### src/rtl/fifo24_serializer.sv
// Read-side consumer for the 24-bit FIFO: pops one word per frame and shifts it
// out MSB-first on sclk/sdo with a one-bit-wide frame sync, back-to-back while data lasts.
module fifo24_serializer #(
    parameter int CLKDIV = 4,
    parameter int WIDTH  = 24
) (
    input  logic             clk,
    input  logic             rst,
    input  logic             en,
    input  logic [WIDTH-1:0] fdi,
    input  logic             fv,
    output logic             foe,
    output logic             sclk,
    output logic             sdo,
    output logic             fs,
    output logic             busy,
    output logic             urun
);

    localparam int DW = (CLKDIV > 1) ? $clog2(CLKDIV) : 1;
    localparam int CW = $clog2(WIDTH);
    localparam logic [DW-1:0] DIV_MAX  = DW'(CLKDIV - 1);
    localparam logic [CW-1:0] LAST_BIT = CW'(WIDTH - 1);

    typedef enum logic {
        IDLE,
        SHIFT
    } state_e;

    state_e           state_q, state_d;
    logic [WIDTH-1:0] shreg_q, shreg_d;
    logic [CW-1:0]    bitcnt_q, bitcnt_d;
    logic [DW-1:0]    div_q, div_d;
    logic             sclk_q, sclk_d;
    logic             fs_q, fs_d;
    logic             busy_q, busy_d;
    logic             urun_q, urun_d;
    logic             last_edge;
    logic             load;

    // The final falling edge of a word is the only point in SHIFT where a new word may be taken.
    assign last_edge = (state_q == SHIFT) && (bitcnt_q == LAST_BIT) && (div_q == '0) && sclk_q;

    // foe never looks at fv, so there is no combinational loop through the FIFO's ov logic.
    assign foe  = rst & en & ((state_q == IDLE) | last_edge);
    assign load = foe & fv;

    always_comb begin
        // NOTE: every _d takes its _q value first, so no path leaves one unassigned and no latch is inferred.
        state_d  = state_q;
        shreg_d  = shreg_q;
        bitcnt_d = bitcnt_q;
        div_d    = div_q;
        sclk_d   = sclk_q;
        fs_d     = fs_q;
        busy_d   = busy_q;
        urun_d   = 1'b0;

        if (state_q == SHIFT) begin
            if (div_q != '0) begin
                div_d = div_q - 1'b1;
            end else begin
                div_d  = DIV_MAX;
                sclk_d = ~sclk_q;
                if (sclk_q) begin
                    if (bitcnt_q != LAST_BIT) begin
                        shreg_d  = shreg_q << 1;
                        bitcnt_d = bitcnt_q + 1'b1;
                        fs_d     = 1'b0;
                    end else begin
                        state_d  = IDLE;
                        shreg_d  = '0;
                        bitcnt_d = '0;
                        fs_d     = 1'b0;
                        busy_d   = 1'b0;
                        urun_d   = en;
                    end
                end
            end
        end

        // A load in SHIFT can only happen on last_edge, so it cleanly overrides the end-of-word path.
        if (load) begin
            state_d  = SHIFT;
            shreg_d  = fdi;
            bitcnt_d = '0;
            div_d    = DIV_MAX;
            sclk_d   = 1'b0;
            fs_d     = 1'b1;
            busy_d   = 1'b1;
            urun_d   = 1'b0;
        end
    end

    always_ff @(posedge clk or negedge rst) begin
        if (!rst) begin
            state_q  <= IDLE;
            shreg_q  <= '0;
            bitcnt_q <= '0;
            div_q    <= DIV_MAX;
            sclk_q   <= 1'b0;
            fs_q     <= 1'b0;
            busy_q   <= 1'b0;
            urun_q   <= 1'b0;
        end else begin
            // NOTE: non-blocking assignments so every register updates from the same pre-edge values.
            state_q  <= state_d;
            shreg_q  <= shreg_d;
            bitcnt_q <= bitcnt_d;
            div_q    <= div_d;
            sclk_q   <= sclk_d;
            fs_q     <= fs_d;
            busy_q   <= busy_d;
            urun_q   <= urun_d;
        end
    end

    // sdo is the shift register MSB: loaded with fdi, advanced on falling sclk, cleared at underrun.
    assign sdo  = shreg_q[WIDTH-1];
    assign sclk = sclk_q;
    assign fs   = fs_q;
    assign busy = busy_q;
    assign urun = urun_q;

endmodule

### config.mk
export PLATFORM = sky130hd
export DESIGN_NAME = fifo24_serializer
export DESIGN_NICKNAME = d
export VERILOG_FILES = /design/src/rtl/fifo24_serializer.sv
export SDC_FILE = /design/constraint.sdc
export NUM_CORES = 1
export LEC_CHECK = 0
export ABC_AREA = 0
export CAP_MARGIN = 20
export CORE_MARGIN = 2
export CORE_UTILIZATION = 40
export DETAILED_ROUTE_END_ITERATION = 10
export PLACE_DENSITY = 0.77
export SLEW_MARGIN = 10
export SYNTH_ARGS = -nofsm -noshare
export SYNTH_HDL_FRONTEND = slang
export SYNTH_SLANG_ARGS = --single-unit
### constraint.sdc
create_clock -name clk -period 2.1 [get_ports clk]
set_clock_uncertainty 0.2 [all_clocks]
set_input_delay 0.42 -clock clk [delete_from_list [all_inputs] [get_ports clk]]
set_output_delay 0.42 -clock clk [all_outputs]
set_load 0.01 [all_outputs]
==> key figures <==
Route
  – Avg WL per Cell: 14.2 um
  – Drt total wl: 4530 um
  – # DRC: 0
  – DRT Pass-1 Iters: 4
  – Final antenna-violating net count: 0
  – Routed vias: ~1,600
  – Via/cell ratio: around 5.2
  – Initial drt markers: 118

Power and ir drop
  – Max VDD drop: between 0.4 and 0.5 mV
  – Power Density: 1090 mW/mm2
  – Leak Pwr: roughly 1.1 nW

Worst setup path
  – Critical Path RT: roughly 1500 ps
  – CP startpoint: div_q[0]$_DFFE_PN1P_
  – Max stage delay on crit path: about 530 ps
  – Critical-path cell list: inv_1 > ha_4 > nand2_2 > o21a_1 > nor2_2 > buf_2
  – Worst r2r src: div_q[0]$_DFFE_PN1P_
  – Crit path max fanout: 2
  – Endpoint class of the critical path: output port
  – Worst Path Class, Setup: reg2out
  – CP Launch Type: flop
  – Slowest library cell on the worst path: dfstp_2
  – Worst EP arrival: 1420 ps

Placement
  – Cell total after placement: 308
  – Hpwl dp: between 3000 and 4000 um
  – Gpl congestion: between 0.8 and 0.9
  – IO Port Bufs: 33
  – DP Area: roughly 0.0025 mm2

Synth
  – Mux share of post-synthesis cell area: 0.00493
  – Post-synth top flop: dfrtp_1
  – Mapped Avg Cell Area: roughly 10 um2
  – Syn Nets: around 230
  – #FFs+latches synth: 36
  – Most common cell in the netlist: dfrtp_1
  – Netlist Area Pre-Place: a little over 0.002 mm2
  – Synth Area in XOR/XNOR: 0.00432
  – Adder-cell share of the synthesized area: 0.0123
  – Register area share after synthesis: 0.445
  – EDFF count, synth: 0
  – Synth top area share: 0.419
  – Synth Area in Simple Gates: 0.202
  – Synth unique cells: 37
  – Synth Warn #: 0
  – Largest cells by area after synthesis: dfrtp_1 42%, o221ai_2 14%, nand3_1 7.2%
  – Largest area contributor in the netlist: dfrtp_1
  – Ys async rst share: 1.00
  – Synth Area in Compound Gates: 0.214
  – Largest family of logic cells by synthesized area: compound AO/OA/AOI/OAI gates
  – Cells after synthesis: 203
  – Post-synth top cells: 34 x dfrtp_1, 33 x nand2_1, 29 x nand3_1

GRT
  – Met1 GRT Util: 0.236
  – First-pass GRT wire length: approximately 7600 um
  – Grt ovf: 0
  – Initial antenna violation count: 0
  – Largest net degree at the start of global routing: 34
  – Global routing's busiest layer: met2
  – Gr usage total: 0.179
  – GR met3 Demand/Resource: 0.0321
  – Vias in the first global route: around 1,600
  – Met2 usage: 0.290

STA
  – FMAX: around 490 MHz
  – Final Hold Fails: 0
  – Final Cycle Share: 0.972
  – RSZ-0062 raised after global routing: yes
  – Final setup vio count: 0
  – Slew Viols, Final: 0
  – Rel. slew slack: 0.717
  – Slew @ Worst Pin: roughly 420 ps
  – Hold WS: about 310 ps
  – Min Tclk post-route: between 2000 and 2500 ps

Floorplan
  – Core ar.: approximately 0.0048 mm2
  – Die Y: about 75 um
  – Initial Util: 0.421
  – Top Ports: 34
  – Die Wd: around 75 um
  – Total die area: around 0.0057 mm2
  – Site Rows: 25

Finish
  – Final Cell Area: 0.00265 mm2
  – Filler Cells Inserted: ~440
  – Fraction of layout cells with a size suffix above 1: 0.254
  – Layout net count: 281
  – P&R area growth vs syn: 30.7%
  – Ant diodes: 0
  – Layout Cells excl Fill: approximately 320
  – Reg area: approximately 900 um2
  – Multi-input gate area in the final layout: 917 um2

Min path
  – Hold crit path type: reg2reg
  – Hold path startpoint: shreg_q[0]$_DFFE_PN0P_

Clock network
  – Number of buffers created by CTS: 5
  – Max clock buf depth: 2
  – Clock sink total: 36
  – Clock Tree Root: clkbuf_8
  – Clk_lat worst skew: approximately 300 ps
  – Clk pin slew, worst setup/hold paths: around 70 ps
  – CTS tree: done
  – H-tree depth: 2

Outcome
  – Outcome: finished, final reports clean

Run
  – Maxcap violations: 0
==> timing repair <==
action                                  in CTS  in global routing
endpoints found under the hold margin        3                  0
endpoints found under the setup margin       1                  2
hold buffers                                 1                  0
pin swaps                                    2                  3
gates resized for setup                      6                  5
setup buffers                                2                  0
==> layout make-up <==
class	instances	area share
clock buffers	5	0.0259
repair buffers	58	0.202
inverters	27	0.0382
well taps	67	0.0316
clock inverters	3	0.0160
flip-flops and latches	36	0.341
multi-input cells	123	0.346
==> kinds of logic (layout without fill, tap and decap cells) <==
group / Yosys count / after routing
adder cells (fa/ha/maj): 2 / 2
XOR/XNOR: 1 / 1
multiplexers: 1 / 1
AO/OA/AOI/OAI: 39 / 39
buffers and inverters: 44 / 93
AND/OR/NAND/NOR: 80 / 80
flip-flops: 36 / 36
==> stage by stage <==
step	TNS (ps)	power (mW)	worst slack (ps)	utilization
after floorplan	0	1.85	25.2	-
after global placement	-164	2.18	-164	0.517
after detailed placement	-176	2.23	-176	0.517
after CTS	0	2.89	5.56	0.547
after global routing	-12.4	3.11	-12.4	0.551
final	0	2.90	59.8	0.551
==> flip-flops by register name, indices dropped and copies added, names as in the netlist <==
register  count
fs            1
bitcnt_q      5
shreg_q      24
div_q         2
busy          1
urun          1
sclk          1
state_q       1
==> cell usage in the layout, fill, tap and decap left out, types with 2 or more instances in the layout <==
cell,netlist,routed
nand4_1,3,3
ha_4,0,2
buf_12,2,2
nand3_1,29,29
or3_1,2,2
o2bb2ai_2,2,2
a31oi_1,4,4
dfrtp_1,34,34
dfstp_2,2,2
a21oi_1,2,2
inv_1,27,26
nand2b_1,2,2
o21ai_0,4,4
clkbuf_8,0,5
buf_2,6,2
clkdlybuf4s50_1,0,31
o221ai_1,4,4
o221ai_2,19,19
nand2_1,33,32
buf_4,3,22
==> power by group <==
group | internal, mW | leakage, nW | total [mW] | switching (mW)
clock | 0.351 | 0.0541 | 0.619 | 0.267
combinational | 0.587 | 0.578 | 1.17 | 0.581
sequential | 0.956 | 0.461 | 1.11 | 0.157
==> per-layer routing <==
layer	up-vias	share of wire	routed length, um
met5	-	0	0
met4	0	0.018	81
met1	799	0.45	2020
met2	32	0.51	2290
met3	5	0.031	140
li1	812	-	-
==> critical path: cells and delay by family, from the launching register on <==
family,cells,cell delay [ps]
buffers and inverters,2,190
DFF,1,530
AOI/OAI and AO/OA,1,150
adders and majority gates,1,160
and+or+nand+nor,2,110
==> final timing paths <==
path	end	slack [ps]	depth (start not counted)
setup / recovery	foe	60	6
hold / removal	shreg_q[0]$_DFFE_PN0P_	310	1
setup reg to reg	shreg_q[4]$_DFFE_PN0P_	160	7
hold reg to reg	shreg_q[0]$_DFFE_PN0P_	310	1
max in group asynchronous	div_q[1]$_DFFE_PN1P_	690	4
min in group asynchronous	bitcnt_q[0]$_DFFE_PN0P_	380	3
No activity file was read; power rests on OpenSTA's default activity.
